<file path="src/rtl/vga_fb_pkg.sv">
// rtl/vga_fb_pkg.sv - framebuffer geometry, default 640x480@60 timing and address helper
package vga_fb_pkg;
  localparam int FB_W      = 160;
  localparam int FB_H      = 120;
  localparam int FB_ADDR_W = 15;
  localparam int COLOUR_W  = 18;
  localparam int CNT_W     = 10;

  localparam int H_VIS_DEF  = 640;
  localparam int H_FP_DEF   = 16;
  localparam int H_SYNC_DEF = 96;
  localparam int H_BP_DEF   = 48;
  localparam int V_VIS_DEF  = 480;
  localparam int V_FP_DEF   = 10;
  localparam int V_SYNC_DEF = 2;
  localparam int V_BP_DEF   = 33;

  typedef struct packed {
    logic [5:0] r;
    logic [5:0] g;
    logic [5:0] b;
  } rgb_t;

  // y*160 + x without a multiplier: y*128 + y*32 + x
  function automatic logic [FB_ADDR_W-1:0] fb_addr(input logic [7:0] x, input logic [6:0] y);
    logic [FB_ADDR_W-1:0] yw;
    yw = {{(FB_ADDR_W-7){1'b0}}, y};
    return (yw << 7) + (yw << 5) + {{(FB_ADDR_W-8){1'b0}}, x};
  endfunction
endpackage

</file>
<file path="src/rtl/vga_framebuffer_ctrl_timing.sv">
// rtl/vga_framebuffer_ctrl_timing.sv - pixel enable, raster counters, raw sync/visible flags, frame pulse
module vga_timing_gen
  import vga_fb_pkg::*;
#(
  parameter int H_VIS  = H_VIS_DEF,
  parameter int H_FP   = H_FP_DEF,
  parameter int H_SYNC = H_SYNC_DEF,
  parameter int H_BP   = H_BP_DEF,
  parameter int V_VIS  = V_VIS_DEF,
  parameter int V_FP   = V_FP_DEF,
  parameter int V_SYNC = V_SYNC_DEF,
  parameter int V_BP   = V_BP_DEF
) (
  input  logic             clock,
  input  logic             reset,
  output logic             pix_en,
  output logic [CNT_W-1:0] hcount,
  output logic [CNT_W-1:0] vcount,
  output logic             hs_raw,
  output logic             vs_raw,
  output logic             vis,
  output logic             frame_start
);
  localparam logic [CNT_W-1:0] H_LAST   = CNT_W'(H_VIS + H_FP + H_SYNC + H_BP - 1);
  localparam logic [CNT_W-1:0] V_LAST   = CNT_W'(V_VIS + V_FP + V_SYNC + V_BP - 1);
  localparam logic [CNT_W-1:0] H_VIS_C  = CNT_W'(H_VIS);
  localparam logic [CNT_W-1:0] V_VIS_C  = CNT_W'(V_VIS);
  localparam logic [CNT_W-1:0] HS_START = CNT_W'(H_VIS + H_FP);
  localparam logic [CNT_W-1:0] HS_END   = CNT_W'(H_VIS + H_FP + H_SYNC);
  localparam logic [CNT_W-1:0] VS_START = CNT_W'(V_VIS + V_FP);
  localparam logic [CNT_W-1:0] VS_END   = CNT_W'(V_VIS + V_FP + V_SYNC);
  localparam logic [CNT_W-1:0] FS_PREV  = CNT_W'(V_VIS + V_FP - 1);

  always_ff @(posedge clock or posedge reset) begin
    if (reset) begin
      pix_en      <= 1'b0;
      hcount      <= '0;
      vcount      <= '0;
      frame_start <= 1'b0;
    end else begin
      pix_en      <= ~pix_en;
      frame_start <= 1'b0;
      if (pix_en) begin
        if (hcount == H_LAST) begin
          hcount <= '0;
          vcount <= (vcount == V_LAST) ? '0 : vcount + 1'b1;
          // lands on the same edge that moves vcount into the sync band
          frame_start <= (vcount == FS_PREV);
        end else begin
          hcount <= hcount + 1'b1;
        end
      end
    end
  end

  assign hs_raw = !((hcount >= HS_START) && (hcount < HS_END));
  assign vs_raw = !((vcount >= VS_START) && (vcount < VS_END));
  assign vis    = (hcount < H_VIS_C) && (vcount < V_VIS_C);
endmodule

</file>
<file path="src/rtl/vga_framebuffer_ctrl.sv">
// rtl/vga_framebuffer_ctrl.sv - pixel-write front end and 4x-scaled VGA scan-out of a 160x120 framebuffer
module vga_framebuffer_ctrl
  import vga_fb_pkg::*;
#(
  parameter int H_VIS  = H_VIS_DEF,
  parameter int H_FP   = H_FP_DEF,
  parameter int H_SYNC = H_SYNC_DEF,
  parameter int H_BP   = H_BP_DEF,
  parameter int V_VIS  = V_VIS_DEF,
  parameter int V_FP   = V_FP_DEF,
  parameter int V_SYNC = V_SYNC_DEF,
  parameter int V_BP   = V_BP_DEF
) (
  input  logic                 clock,
  input  logic                 reset,
  input  logic [7:0]           vga_x,
  input  logic [6:0]           vga_y,
  input  logic [COLOUR_W-1:0]  vga_colour,
  input  logic                 vga_write,
  output logic                 fb_wr_en,
  output logic [FB_ADDR_W-1:0] fb_wr_addr,
  output logic [COLOUR_W-1:0]  fb_wr_data,
  output logic [FB_ADDR_W-1:0] fb_rd_addr,
  input  logic [COLOUR_W-1:0]  fb_rd_data,
  output logic [5:0]           vga_r,
  output logic [5:0]           vga_g,
  output logic [5:0]           vga_b,
  output logic                 vga_hs,
  output logic                 vga_vs,
  output logic                 vga_blank_n,
  output logic                 frame_start
);
  localparam logic [7:0] X_LIM = 8'(FB_W);
  localparam logic [6:0] Y_LIM = 7'(FB_H);

  logic             pix_en;
  logic [CNT_W-1:0] hcount;
  logic [CNT_W-1:0] vcount;
  logic             hs_raw;
  logic             vs_raw;
  logic             vis;
  logic             wr_ok;
  rgb_t             px;
  logic             unused_cnt_bits;

  vga_timing_gen #(
    .H_VIS(H_VIS), .H_FP(H_FP), .H_SYNC(H_SYNC), .H_BP(H_BP),
    .V_VIS(V_VIS), .V_FP(V_FP), .V_SYNC(V_SYNC), .V_BP(V_BP)
  ) u_timing (
    .clock       (clock),
    .reset       (reset),
    .pix_en      (pix_en),
    .hcount      (hcount),
    .vcount      (vcount),
    .hs_raw      (hs_raw),
    .vs_raw      (vs_raw),
    .vis         (vis),
    .frame_start (frame_start)
  );

  assign wr_ok = vga_write && (vga_x < X_LIM) && (vga_y < Y_LIM);

  always_ff @(posedge clock or posedge reset) begin
    if (reset) begin
      fb_wr_en   <= 1'b0;
      fb_wr_addr <= '0;
      fb_wr_data <= '0;
    end else begin
      fb_wr_en <= wr_ok;
      if (wr_ok) begin
        fb_wr_addr <= fb_addr(vga_x, vga_y);
        fb_wr_data <= vga_colour;
      end
    end
  end

  // Blanking reads are parked at 0 so the address never leaves the RAM
  assign fb_rd_addr      = vis ? fb_addr(hcount[9:2], vcount[8:2]) : '0;
  assign unused_cnt_bits = ^{hcount[1:0], vcount[9], vcount[1:0]};

  assign px = rgb_t'(fb_rd_data);

  always_ff @(posedge clock or posedge reset) begin
    if (reset) begin
      vga_r       <= '0;
      vga_g       <= '0;
      vga_b       <= '0;
      vga_hs      <= 1'b1;
      vga_vs      <= 1'b1;
      vga_blank_n <= 1'b0;
    end else if (pix_en) begin
      vga_r       <= vis ? px.r : 6'd0;
      vga_g       <= vis ? px.g : 6'd0;
      vga_b       <= vis ? px.b : 6'd0;
      vga_hs      <= hs_raw;
      vga_vs      <= vs_raw;
      vga_blank_n <= vis;
    end
  end
endmodule
</file>
<file path="config.mk">
export PLATFORM = sky130hd
export DESIGN_NAME = vga_framebuffer_ctrl
export DESIGN_NICKNAME = d
export VERILOG_FILES = /design/src/rtl/vga_fb_pkg.sv /design/src/rtl/vga_framebuffer_ctrl_timing.sv /design/src/rtl/vga_framebuffer_ctrl.sv
export SDC_FILE = /design/constraint.sdc
export NUM_CORES = 1
export LEC_CHECK = 0
export CAP_MARGIN = 20
export CORE_UTILIZATION = 36
export CTS_BUF_LIST = sky130_fd_sc_hd__clkbuf_16
export DETAILED_ROUTE_END_ITERATION = 6
export SKIP_LAST_GASP = 1
export SLEW_MARGIN = 10
export SYNTH_ARGS = -nofsm -noshare
export SYNTH_HDL_FRONTEND = slang
export SYNTH_SLANG_ARGS = --single-unit
</file>
<file path="constraint.sdc">
create_clock -name clock -period 6.5 [get_ports clock]
set_input_delay 1.3 -clock clock [delete_from_list [all_inputs] [get_ports clock]]
set_output_delay 1.3 -clock clock [all_outputs]
set_load 0.05 [all_outputs]
</file>
==> metrics.md, run 1 <==
| Metric | Value |
|---|---|
| Source-to-sink clock delay at the later pin of the worst-skew pair | `0.33 ns` |
| Top FF cell, synth | `sky130_fd_sc_hd__dfrtp_1` |
| Vias per inst | `4.87` |
| Post-cts sizing count | `0` |
| GP Congestion | `0.786` |
| Sequential area share after synthesis | `0.474` |
| Multi-input combinational cell area | `1990 um^2` |
| Area used by sequential logic in the layout | `1930 um^2` |
| Longest Clk Path Bufs | `2` |
| Layout Cell Area excl Fill | `5760 um^2` |
| Clock buffers created by TritonCTS | `9` |
| Wire length of the first global-routing pass | `16000 um` |
| Total internal power | `0.948 mW` |
| Net Sw Power | `0.453 mW` |
| Post-placement setup slack | `1.97 ns` |
| Number of nets at the end of the flow | `637` |
| Highest achievable clock rate | `0.205 GHz` |
| Run status | `finished, final reports clean` |
| Initial antenna violation count | `0` |
| Area share of the leading cell type in the synthesized netlist | `0.461` |
| Transition time of the tightest slew-check pin | `0.967 ns` |
| Number of clock sinks | `77` |
| Total of fill cells in the finished design | `1027` |
| Fin Setup TNS | `0 ns` |
| Floorplan die width | `108 um` |
| Total setup buffers inserted after CTS | `0` |
| Die Footprint | `11700 um^2` |
| Maximum number of pins on one net before global-route repair | `78` |
| Per-instance average area after synthesis | `9.53 um^2` |
| Hold Startpoint | `fb_wr_addr[2]` |
| Row count | `38` |
| Crit path required time | `5.20 ns` |
| Depth of the CTS H-tree | `3` |
| Number of max-slew violations in the final report | `0` |
| Share of total power in the clock network | `0.357` |
| Power share of the sequential group | `0.386` |
| Die extent in y | `108 um` |
| Pwr dens | `243 nW/um^2` |
| Share of post-route cells with drive strength above 1 | `0.0506` |
| Type of the worst setup path | `reg -> out` |
| Detailed-router iteration count before antenna repair | `4` |
| DRC violation count after routing | `0` |
| Register bit count reported by yosys | `77` |
| Total overflow reported by the global router | `0` |
| TritonCTS clock tree | `built` |
| Initial core utilization | `0.372` |
| Number of top-level design ports | `125` |
| Worst-path maximum fanout | `5` |
| Net Count, Synth | `516` |
| Setup repair after global routing missed its margin | `false` |
| Post-synth design cell area | `4070 um^2` |
| Startpoint of the worst-slack reg-to-reg timing path | `u_timing.pix_en` |
| Hold_ws | `0.469 ns` |
| Post-cts hold buffer count | `0` |
| Area growth syn-to-layout | `41.5%` |
| Number of distinct standard cells referenced by the synthesized netlist | `47` |
| Hold Path End | `fb_wr_addr[2]` |
| Logic gate share of total power | `0.256` |
| Post-route ant nets | `0` |
| Hold Fails Final Rpt | `0` |
| Synth async-reset ratio | `1.00` |
| Time the final worst path needs with I/O delays and setup | `4.88 ns` |
| Mapped Cells | `427` |
| Overall global routing resource usage | `0.174` |
| Tcrit/Tclk final | `0.751` |
| Worst R2R End | `u_timing.vcount[6]` |
| Standard cell area after detailed placement | `5430 um^2` |
| Data arrival time at the worst-slack endpoint | `3.58 ns` |
| Count of port buffers added during placement | `124` |
| Number of antenna repair diodes | `0` |
| Slack of the worst reg-to-reg path | `3.89 ns` |
| Worst Hold Path Cells | `2` |
| Fraction of the core area covered by cells at the end of the flow | `0.527` |
| CTS clock-pin slew for the worst setup and hold paths | `0.06 ns` |
| Instance count after placement with tap cells included | `676` |
| Worst voltage drop across the vdd grid | `0.135 mV` |
| Via count | `3378` |
| Timing startpoint of the critical path | `u_timing.hcount[9]` |
| Total core area | `10900 um^2` |
| Worst reg2reg path depth | `5` |
| Lkg Pwr | `2.63 nW` |
| Cell taking the most area after synthesis | `sky130_fd_sc_hd__dfrtp_1` |
| Cell types with the largest area share after synthesis | `sky130_fd_sc_hd__dfrtp_1, sky130_fd_sc_hd__nand2_1, sky130_fd_sc_hd__ha_1` |
| Startpoint class of the critical path | `flip-flop` |
| Yosys warning count | `0` |
| Headroom to the max-slew limit | `0.353` |
| Root buffer cell | `sky130_fd_sc_hd__clkbuf_16` |
| EDFF count, synth | `0` |
| Final setup violation count | `0` |
| Number of max-cap violations | `0` |
| HP Class | `reg -> reg` |
| Final Worst Setup Slack | `1.62 ns` |
| Drt first-iter violations | `95` |
| Post-route clock skew | `0.00774 ns` |
| Via count of the first global-routing pass | `3443` |
| Power consumption | `1.40 mW` |
| Switching share of power | `0.323` |
| Estimated wirelength of the detail-placed design | `6690 um` |
| Capturing element type of the critical path | `output pin` |
| Routed Wire Length | `9370 um` |
| Number of cells in the finished layout apart from fillers | `693` |
| Average wire per standard cell | `13.5 um` |
cell usage after synthesis (all sizes together) (2+ instances only):
cell type  count
ha            31
a21o           2
o21a           5
nand3          9
a21oi          9
fa             4
nor2b          4
o2bb2ai       18
and4           2
o21ai         23
nand4b         2
nor2          15
or3            2
and3           3
o211ai         2
dfrtp         75
nor4           2
inv           20
nand2b         3
nor3           9
nand2        119
buf            3
xnor2         10
clkbuf        14
o31ai          2
mux2i          2
clkinv         2
nand4          5
a211oi         4
and2           7
dfstp          2
xor2           7
cell families (layout without fill, tap and decap cells):
kind of cell             Yosys count  after routing  synth area share
adder cells (fa/ha/maj)           35             35             0.115
buffers and inverters             39            165            0.0369
XOR/XNOR                          17             17            0.0366
AND/OR/NAND/NOR                  185            185             0.212
flip-flops                        77             77             0.474
multiplexers                       3              3           0.00769
AO/OA/AOI/OAI                     71             71             0.117
worst max-delay path by stage:
stage,to,cells after the start
floorplan,fb_rd_addr[12],8
global placement,fb_rd_addr[13],10
detailed placement,fb_rd_addr[13],10
CTS,fb_rd_addr[13],10
global route,fb_rd_addr[13],10
finish,fb_rd_addr[13],10
sequential cells by signal, indices dropped and copies added, names as in the netlist:
name	cells
fb_wr_data	18
fb_wr_addr	15
u_timing.hcount	10
u_timing.vcount	10
vga_b	6
vga_g	6
vga_r	6
fb_wr_en	1
u_timing.frame_start	1
u_timing.pix_en	1
vga_blank_n	1
vga_hs	1
vga_vs	1
critical path: stages, from the launching register on:
cell and delay [ns]:
sky130_fd_sc_hd__dfrtp_1 0.46, sky130_fd_sc_hd__inv_1 0.09, sky130_fd_sc_hd__fa_1 0.60, sky130_fd_sc_hd__inv_1 0.06, sky130_fd_sc_hd__ha_1 0.30, sky130_fd_sc_hd__a211oi_1 0.30
sky130_fd_sc_hd__nor2_1 0.11, sky130_fd_sc_hd__a41oi_1 0.25, sky130_fd_sc_hd__and3_1 0.19, sky130_fd_sc_hd__o21a_1 0.10, sky130_fd_sc_hd__clkdlybuf4s50_1 0.79
layout make-up:
type	instances	share of cell area
repair buffers	127	0.223
clock buffers	9	0.0391
clock inverters	7	0.0128
flip-flops and latches	77	0.335
inverters	22	0.0143
well taps	140	0.0304
multi-input cells	311	0.345
layer usage:
metal / wire (um) / global-route usage / share of wire / vias up
li1: - / - / - / 1678
met1: 4310 / 0.215 / 0.46 / 1583
met2: 4050 / 0.279 / 0.43 / 104
met3: 886 / 0.0723 / 0.095 / 13
met4: 122 / 0.0521 / 0.013 / 0
met5: 0 / 0 / 0 / -
power by group through the flow:
stage	combinational, mW	sequential (mW)	clock [mW]
finish	0.359	0.541	0.500
global route	0.386	0.547	0.534
CTS	0.361	0.542	0.515
detailed placement	0.360	0.549	0
global placement	0.360	0.549	0
floorplan	0.0763	0.693	0
layout by cell type, fill, tap and decap left out, types with 5 or more instances in the layout:
cell type	count
sky130_fd_sc_hd__o21a_1	5
sky130_fd_sc_hd__ha_1	31
sky130_fd_sc_hd__and2_1	7
sky130_fd_sc_hd__dfrtp_1	75
sky130_fd_sc_hd__nor2_1	15
sky130_fd_sc_hd__nand2_1	119
sky130_fd_sc_hd__inv_1	19
sky130_fd_sc_hd__o21ai_0	23
sky130_fd_sc_hd__clkbuf_16	9
sky130_fd_sc_hd__xor2_1	7
sky130_fd_sc_hd__xnor2_1	10
sky130_fd_sc_hd__clkdlybuf4s50_1	124
sky130_fd_sc_hd__nand3_1	8
sky130_fd_sc_hd__a21oi_1	9
sky130_fd_sc_hd__o2bb2ai_1	18
sky130_fd_sc_hd__nor3_1	9
No activity file was read; power rests on OpenSTA's default activity.
==> run 2: changes to the inputs <==
--- a/config.mk
+++ b/config.mk
@@ -9,6 +9,7 @@
 export CORE_UTILIZATION = 36
 export CTS_BUF_LIST = sky130_fd_sc_hd__clkbuf_16
 export DETAILED_ROUTE_END_ITERATION = 6
+export PLACE_DENSITY = 0.67
 export SKIP_LAST_GASP = 1
 export SLEW_MARGIN = 10
 export SYNTH_ARGS = -nofsm -noshare
==> constraint.sdc (replaced) <==
create_clock -name clock -period 4.1 [get_ports clock]
set_input_delay 0.82 -clock clock [delete_from_list [all_inputs] [get_ports clock]]
set_output_delay 0.82 -clock clock [all_outputs]
set_load 0.05 [all_outputs]
==> metrics.md, run 2 (synthesis gave the netlist of run 1 again) <==
| Metric | Value |
|---|---|
| Run status | `finished, final reports clean` |
| HP Class | `reg -> reg` |
| Worst-path cell chain | `inv_1, fa_1, fa_1, nor2b_1, nor3_1, clkdlybuf4s50_1` |
| Worst-path maximum fanout | `5 (unchanged)` |
| Capturing element type of the critical path | `output pin` |
| Number of nets at the end of the flow | `638 (+0.16%)` |
| Vias per inst | `4.94 (+1.4%)` |
| Detailed-router iteration count before antenna repair | `4 (unchanged)` |
| Most common cell after layout, fill and taps aside | `sky130_fd_sc_hd__nand2_1` |
| Initial core utilization | `0.372 (unchanged)` |
| Fin Setup TNS | `0 ns (unchanged)` |
| Row count | `38 (unchanged)` |
| Headroom to the max-slew limit | `0.485 (+0.131)` |
| Number of buffer and inverter stages on the critical path | `2 (-1)` |
| Register with the most flip-flops | `fb_wr_data` |
| Overall global routing resource usage | `0.171 (-0.00373)` |
| Maximum cell stage delay along the critical path | `0.83 ns (+0.04 ns)` |
| Number of top-level design ports | `125 (unchanged)` |
| Startpoint class of the critical path | `flip-flop` |
| Post-cts hold buffer count | `0 (unchanged)` |
| Setup repair after global routing missed its margin | `false` |
| Final Worst Setup Slack | `0.260 ns (-1.36 ns)` |
| Number of antenna repair diodes | `0 (unchanged)` |
| Via count | `3429 (+1.5%)` |
| Crit path required time | `3.28 ns (-1.92 ns)` |
| Wire length of the first global-routing pass | `15700 um (-2.3%)` |
| Estimated wirelength of the detail-placed design | `6890 um (+3.0%)` |
| DRC violation count after routing | `0 (unchanged)` |
| Die extent in y | `108 um (unchanged)` |
| Drt first-iter violations | `133 (+40%)` |
| Total core area | `10900 um^2 (unchanged)` |
| Pwr dens | `376 nW/um^2 (+55%)` |
| Cell mode on critical path | `sky130_fd_sc_hd__fa_1` |
| Total of fill cells in the finished design | `1043 (+1.6%)` |
| Tcrit/Tclk final | `0.937` |
| Lkg Pwr | `2.65 nW (+1.0%)` |
| Count of port buffers added during placement | `124 (unchanged)` |
| Number of max-slew violations in the final report | `0 (unchanged)` |
| Longest Clk Path Bufs | `2 (unchanged)` |
| Post-cts sizing count | `1 (+1)` |
| Floorplan die width | `108 um (unchanged)` |
| Dominant delay contributor by cell family on the critical path | `adder cells` |
| Total overflow reported by the global router | `0 (unchanged)` |
| Data arrival time at the worst-slack endpoint | `3.02 ns (-0.56 ns)` |
| Post-route ant nets | `0 (unchanged)` |
| Hold Fails Final Rpt | `0 (unchanged)` |
| Number of flip-flops in the largest register | `18 (unchanged)` |
| CTS clock-pin slew for the worst setup and hold paths | `0.06 ns (about the same)` |
| Maximum number of pins on one net before global-route repair | `44 (-44%)` |
| Post-route clock skew | `0.00804 ns (+0.000301 ns)` |
| Root buffer cell | `sky130_fd_sc_hd__clkbuf_16` |
| Crit-path slowest cell | `sky130_fd_sc_hd__clkdlybuf4s50_1` |
| Number of max-cap violations | `0 (unchanged)` |
| Share of post-route cells with drive strength above 1 | `0.0596 (+0.00893)` |
| Total setup buffers inserted after CTS | `0 (unchanged)` |
| Highest achievable clock rate | `0.260 GHz` |
| Average wire per standard cell | `13.6 um (+0.44%)` |
| Via count of the first global-routing pass | `3349 (-2.7%)` |
| Area growth syn-to-layout | `40.7%` |
| Routed Wire Length | `9430 um (+0.59%)` |
| Transition time of the tightest slew-check pin | `0.768 ns (-0.199 ns)` |
| Number of cells in the finished layout apart from fillers | `694 (+0.14%)` |
| TritonCTS clock tree | `built` |
| Instance count after placement with tap cells included | `678 (+0.30%)` |
| Leading cell types in the layout, fill and taps excluded | `sky130_fd_sc_hd__nand2_1, sky130_fd_sc_hd__clkdlybuf4s50_1, sky130_fd_sc_hd__dfrtp_1` |
| Post-placement setup slack | `0.321 ns (-1.65 ns)` |
| Time the final worst path needs with I/O delays and setup | `3.84 ns` |
| Largest registers | `fb_wr_data (18), fb_wr_addr (15)` |
| Die Footprint | `11700 um^2 (unchanged)` |
| Depth of the CTS H-tree | `3 (unchanged)` |
| Layout Cell Area excl Fill | `5730 um^2 (-0.56%)` |
| Standard cell area after detailed placement | `5450 um^2 (+0.32%)` |
| Worst voltage drop across the vdd grid | `0.204 mV (+51%)` |
| Source-to-sink clock delay at the later pin of the worst-skew pair | `0.33 ns (about the same)` |
| Number of clock sinks | `77 (unchanged)` |
| Final setup violation count | `0 (unchanged)` |
| Type of the worst setup path | `reg -> out` |
| Initial antenna violation count | `0 (unchanged)` |
| GP Congestion | `0.853 (+8.6%)` |
| Clock buffers created by TritonCTS | `9 (unchanged)` |
## run 2: per-layer routing
layer,up-vias,track usage,part of all wire
met4,0,0.0550,0.010
met3,10,0.0591,0.088
met2,113,0.282,0.47
li1,1689,-,-
met1,1617,0.209,0.43
met5,-,0,0
## run 2: worst paths after layout
| check | cells after the start | from | slack [ns] | to |
|---|---|---|---|---|
| max reg2reg | 6 | u_timing.hcount[0] | 1.98 | u_timing.vcount[6] |
| max | 6 | u_timing.hcount[9] | 0.26 | fb_rd_addr[8] |
| min reg2reg | 2 | fb_wr_data[5] | 0.47 | fb_wr_data[5] |
| max in group asynchronous | 3 | reset | 2.42 | vga_vs |
| min in group asynchronous | 2 | reset | 0.94 | fb_wr_addr[14] |
| min | 2 | fb_wr_data[5] | 0.47 | fb_wr_data[5] |
## run 2: worst min-delay path, cell delays in order, from the launching register on
cell	delay, ns
sky130_fd_sc_hd__dfrtp_1	0.34
sky130_fd_sc_hd__nand2_1	0.05
sky130_fd_sc_hd__nand2_1	0.05
## run 2: metrics by stage
| stage | utilization | hold WS (ns) | power [mW] |
|---|---|---|---|
| after floorplan | - | 0.427 | 1.22 |
| after global placement | 0.498 | 0.457 | 1.44 |
| after detailed placement | 0.498 | 0.462 | 1.44 |
| after CTS | 0.523 | 0.478 | 2.18 |
| after global routing | 0.524 | 0.494 | 2.25 |
| final | 0.524 | 0.471 | 2.15 |
## run 2: where the power goes
part | switching (mW) | total (mW) | internal, mW | leakage [nW]
Clock | 0.318 | 0.729 | 0.410 | 0.129
Sequential | 0.0353 | 0.859 | 0.824 | 0.953
Combinational | 0.360 | 0.566 | 0.206 | 1.57
Total | 0.713 | 2.15 | 1.44 | 2.65
## run 2: layout make-up
cell class / instances / area (um^2) / area share
multi-input combinational: 311 / 1990 / 0.347
sequential: 77 / 1930 / 0.337
clock inverter: 7 / 50.0 / 0.00874
inverter: 22 / 82.6 / 0.0144
clock buffer: 9 / 225 / 0.0393
timing repair buffer: 128 / 1270 / 0.223
tap: 140 / 175 / 0.0306
==> run 3: changes to the inputs <==
--- a/config.mk
+++ b/config.mk
@@ -8,8 +8,8 @@
 export CAP_MARGIN = 20
 export CORE_UTILIZATION = 36
 export CTS_BUF_LIST = sky130_fd_sc_hd__clkbuf_16
+export CTS_CLUSTER_SIZE = 10
 export DETAILED_ROUTE_END_ITERATION = 6
-export PLACE_DENSITY = 0.67
 export SKIP_LAST_GASP = 1
 export SLEW_MARGIN = 10
 export SYNTH_ARGS = -nofsm -noshare
==> constraint.sdc (replaced) <==
create_clock -name clock -period 3.55 [get_ports clock]
set_input_delay 0.71 -clock clock [delete_from_list [all_inputs] [get_ports clock]]
set_output_delay 0.71 -clock clock [all_outputs]
set_load 0.05 [all_outputs]
==> metrics.md, run 3 (synthesis gave the netlist of run 1 again) <==
| Metric | Value |
|---|---|
| Run status | `finished, final reports clean` |
| Hold Fails Final Rpt | `0 (unchanged)` |
| Maximum cell stage delay along the critical path | `0.81 ns (-0.02 ns)` |
| Clock buffers created by TritonCTS | `9 (unchanged)` |
| Die Footprint | `11700 um^2 (unchanged)` |
| Overall global routing resource usage | `0.182 (+0.0116)` |
| Multi-input combinational cell area | `2050 um^2 (+2.9%)` |
| Average wire per standard cell | `14.2 um (+4.2%)` |
| GP Congestion | `0.785 (-8.0%)` |
| DRC violation count after routing | `0 (unchanged)` |
| Count of port buffers added during placement | `124 (unchanged)` |
| Pwr dens | `422 nW/um^2 (+12%)` |
| Fin Setup TNS | `0 ns (unchanged)` |
| Drt first-iter violations | `86 (-35%)` |
| Post-placement setup slack | `0.214 ns (-0.108 ns)` |
| Standard cell area after detailed placement | `5540 um^2 (+1.7%)` |
| Routed Wire Length | `9880 um (+4.8%)` |
| HP Class | `reg -> reg` |
| Lkg Pwr | `2.68 nW (+1.0%)` |
| Most common cell after layout, fill and taps aside | `sky130_fd_sc_hd__nand2_1` |
| Post-route clock skew | `0.00619 ns (-0.00185 ns)` |
| Tcrit/Tclk final | `0.969` |
| Post-route ant nets | `0 (unchanged)` |
| Worst-path cell chain | `ha_1, ha_2, inv_1, fa_2, nor2_1, clkdlybuf4s50_1` |
| Total of fill cells in the finished design | `1023 (-1.9%)` |
| Number of nets at the end of the flow | `642 (+0.63%)` |
| Largest registers | `fb_wr_data (18), fb_wr_addr (15)` |
| Detailed-router iteration count before antenna repair | `4 (unchanged)` |
| Share of post-route cells with drive strength above 1 | `0.0968 (+0.0372)` |
| Number of antenna repair diodes | `0 (unchanged)` |
| Worst voltage drop across the vdd grid | `0.232 mV (+14%)` |
| Floorplan die width | `108 um (unchanged)` |
| Total overflow reported by the global router | `0 (unchanged)` |
| Worst-path maximum fanout | `8 (+3)` |
| Vias per inst | `4.88 (-1.2%)` |
| Final Worst Setup Slack | `0.109 ns (-0.151 ns)` |
| CTS clock-pin slew for the worst setup and hold paths | `0.06 ns (about the same)` |
| Root buffer cell | `sky130_fd_sc_hd__clkbuf_16` |
| Startpoint class of the critical path | `flip-flop` |
| Crit-path slowest cell | `sky130_fd_sc_hd__clkdlybuf4s50_1` |
| Register with the most flip-flops | `fb_wr_data` |
| Number of max-cap violations | `0 (unchanged)` |
| Source-to-sink clock delay at the later pin of the worst-skew pair | `0.33 ns (about the same)` |
| Headroom to the max-slew limit | `0.493 (+0.00783)` |
| Timing startpoint of the critical path | `u_timing.vcount[3]` |
| Maximum number of pins on one net before global-route repair | `52 (+18%)` |
| Estimated wirelength of the detail-placed design | `7070 um (+2.7%)` |
| Data arrival time at the worst-slack endpoint | `2.73 ns (-0.29 ns)` |
| Layout Cell Area excl Fill | `5880 um^2 (+2.6%)` |
| Final setup violation count | `0 (unchanged)` |
| Fraction of the core area covered by cells at the end of the flow | `0.537 (+0.0137)` |
| Power consumption | `2.48 mW (+15%)` |
| Area growth syn-to-layout | `44.4%` |
| Longest Clk Path Bufs | `2 (unchanged)` |
| Type of the worst setup path | `reg -> out` |
| Total core area | `10900 um^2 (unchanged)` |
| Leading cell types in the layout, fill and taps excluded | `sky130_fd_sc_hd__nand2_1, sky130_fd_sc_hd__clkdlybuf4s50_1, sky130_fd_sc_hd__dfrtp_1` |
| Startpoint of the worst-slack reg-to-reg timing path | `u_timing.hcount[0]` |
| Number of clock sinks | `77 (unchanged)` |
| Initial core utilization | `0.372 (unchanged)` |
| Transition time of the tightest slew-check pin | `0.756 ns (-0.0117 ns)` |
| Capturing element type of the critical path | `output pin` |
| Via count of the first global-routing pass | `3505 (+4.7%)` |
| Via count | `3407 (-0.64%)` |
| Crit path required time | `2.84 ns (-0.44 ns)` |
| Highest achievable clock rate | `0.291 GHz` |
| Time the final worst path needs with I/O delays and setup | `3.44 ns` |
| Number of max-slew violations in the final report | `0 (unchanged)` |
| Wire length of the first global-routing pass | `16700 um (+6.7%)` |
| Number of flip-flops in the largest register | `18 (unchanged)` |
| Row count | `38 (unchanged)` |
| TritonCTS clock tree | `built` |
| Setup repair after global routing missed its margin | `true` |
| Area used by sequential logic in the layout | `1930 um^2 (+0.19%)` |
| Initial antenna violation count | `0 (unchanged)` |
| Post-cts hold buffer count | `0 (unchanged)` |
| Die extent in y | `108 um (unchanged)` |
| Number of top-level design ports | `125 (unchanged)` |
| Hold Startpoint | `fb_wr_data[9]` |
| Depth of the CTS H-tree | `3 (unchanged)` |
-- run 3: path summary, 6_finish.rpt --
check,endpoint,slack (ns),cells after the start
worst min-delay path,fb_wr_data[9],0.47,2
worst max register to register,u_timing.vcount[8],1.48,6
min in group asynchronous,fb_wr_addr[6],0.77,2
max in group asynchronous,vga_hs,2.03,3
worst max-delay path,fb_rd_addr[7],0.11,6
worst min register to register,fb_wr_data[9],0.47,2
-- run 3: stage by stage --
step | hold WS (ns) | std cells
after detailed placement | 0.464 | 679
after floorplan | 0.427 | 427
final | 0.469 | 698
after global routing | 0.494 | 698
after global placement | 0.458 | 679
after CTS | 0.469 | 697
-- run 3: area by class of cell --
cell class | instances | area share
Inverter | 22 | 0.0141
Timing Repair Buffer | 132 | 0.233
Clock buffer | 9 | 0.0383
Clock inverter | 7 | 0.00724
Multi-Input combinational cell | 311 | 0.348
Tap cell | 140 | 0.0298
Sequential cell | 77 | 0.329
-- run 3: power by group --
group          switching [mW]  internal (mW)  leakage [nW]
Sequential             0.0399          0.952         0.948
Combinational           0.423          0.238          1.60
Clock                   0.358          0.469         0.133
Total                   0.821           1.66          2.68
-- run 3: timing repair --
item                                    CTS  global route
endpoints found under the setup margin    5             5
pin swaps                                 0             4
setup buffers                             2             1
resized for setup                         2            10
-- run 3: worst max-delay path, delay by kind of cell, from the launching register on --
kind / cells / cell delay (ns)
fa+ha+maj: 3 / 0.94
buf+inv: 2 / 0.88
flops: 1 / 0.47
simple gates: 1 / 0.12
-- run 3: per-layer routing --
layer,GRT usage,routed length (um)
met5,0,0
met4,0.0483,112
met3,0.0796,873
met2,0.294,4510
met1,0.222,4390
==> patch (settings of run 2) <==
Change the package constant `FB_ADDR_W` from 15 to 16.
--- a/src/rtl/vga_fb_pkg.sv
+++ b/src/rtl/vga_fb_pkg.sv
@@ -4,3 +4,3 @@
   localparam int FB_H      = 120;
-  localparam int FB_ADDR_W = 15;
+  localparam int FB_ADDR_W = 16;
   localparam int COLOUR_W  = 18;
Ports: changed (resized fb_rd_addr and fb_wr_addr); port bits go from 125 to 127. No check against the original RTL was run, so the function may have changed too.
==> patch against run 2 <==
Setup slack worse by 0.0030 ns. First-iteration DRC count is 32% lower. Design area is 0.85% higher. Sequential cell count stayed put. Wire length is 4.5% higher. Synthesized area is 0.25% higher. Clock power is 9.2% higher. Power is 3.6% higher. Combinational power is 2% higher. Largest cell class unchanged.
==> patch: results <==
set metrics [dict create \
    path_clk_slew_ns 0.06 \
    synthTopCellsByCount "nand2_1, dfrtp_1, ha_1" \
    fmaxAchievable_mhz 260 \
    use_met3 0.0850 \
    p_leak_uw 0.00269 \
    dp_slack_ns 0.371 \
    min-delay-start "fb_wr_data[9]" \
    initialDrtViolationCount 91 \
    ys_top_cells_by_area "dfrtp_1, nand2_1, ha_1" \
    synth_xor_area_frac 0.0387 \
    track_usage 0.182 \
    grt_max_degree 57 \
    post_cts_buffers 0 \
    clock_skew_ns 0.00340 \
    wl_met1_mm 4.17 \
    synth_fa_ha_area_frac 0.115 \
    rr_worst_depth 6 \
    worstReg2RegStart "u_timing.hcount[0]" \
    dr.max_layer_used "met4" \
    r2r-end "u_timing.vcount[2]" \
    nets 642 \
    synth.yosys.seq_area_share 0.473 \
    post_cts_resized 0 \
    drive_above_1_share 0.0699 \
    crit_family "adder cells" \
    routed-wl-met3_um 989 \
    wl_met2_mm 4.52 \
    ys.flop_type "dfrtp_1" \
    holdPathEnd "fb_wr_data[9]" \
    wirelength_mm 9.85 \
    viasPerCell 4.88 \
    globalplace.congestion 0.826 \
    rrSetupSlack_ns 2.21 \
    grt_first_pass_wirelength_mm 16.4 \
    power_switching_uw 727 \
    synthMuxAreaShare 0.00828 \
    max_slew_margin 0.516 \
    synth-compound-area-share 0.124 \
    cp_max_fo 9 \
    place_hpwl_mm 7.28 \
    ir_worst_vdd_mv 0.299 \
    synth_cell_types 50 \
    met1_usage 0.213 \
    crit_path_top_delay_cell "clkdlybuf4s50_1" \
    crit_path_start "u_timing.vcount[2]" \
    outcome "complete, no violations" \
    grt_pass1_vias 3440 \
    whs_ns 0.475 \
    met2_usage 0.288 \
]
[patch: worst min-delay path, cell delays in order, from the launching register on]
cell,delay (ns)
dfrtp_1,0.34
nand2_1,0.05
nand2_1,0.05
[patch: stage by stage]
| step | total power [uW] | std cells | utilization |
|---|---|---|---|
| after global placement | 1440 | 681 | 0.498 |
| final | 2230 | 698 | 0.528 |
| after global routing | 2330 | 698 | 0.528 |
| after detailed placement | 1450 | 681 | 0.498 |
| after floorplan | 1220 | 429 | - |
| after CTS | 2250 | 697 | 0.526 |
[patch: area by class of cell]
class                      instances  area (sq um)
tap                              140           175
fill                            1001          5160
clock buffer                       9           225
inverter                          22          83.8
timing repair buffer             131          1300
clock inverter                     7          75.1
sequential                        77          1930
multi-input combinational        312          1990
[patch: power groups by stage]
stage	logic (uW)	registers, uW	clock network, uW
2_1_floorplan	127	1100	0
6_report	576	860	796
3_3_place_gp	576	869	0
5_1_grt	616	867	847
4_1_cts	580	860	815
3_5_place_dp	578	871	0
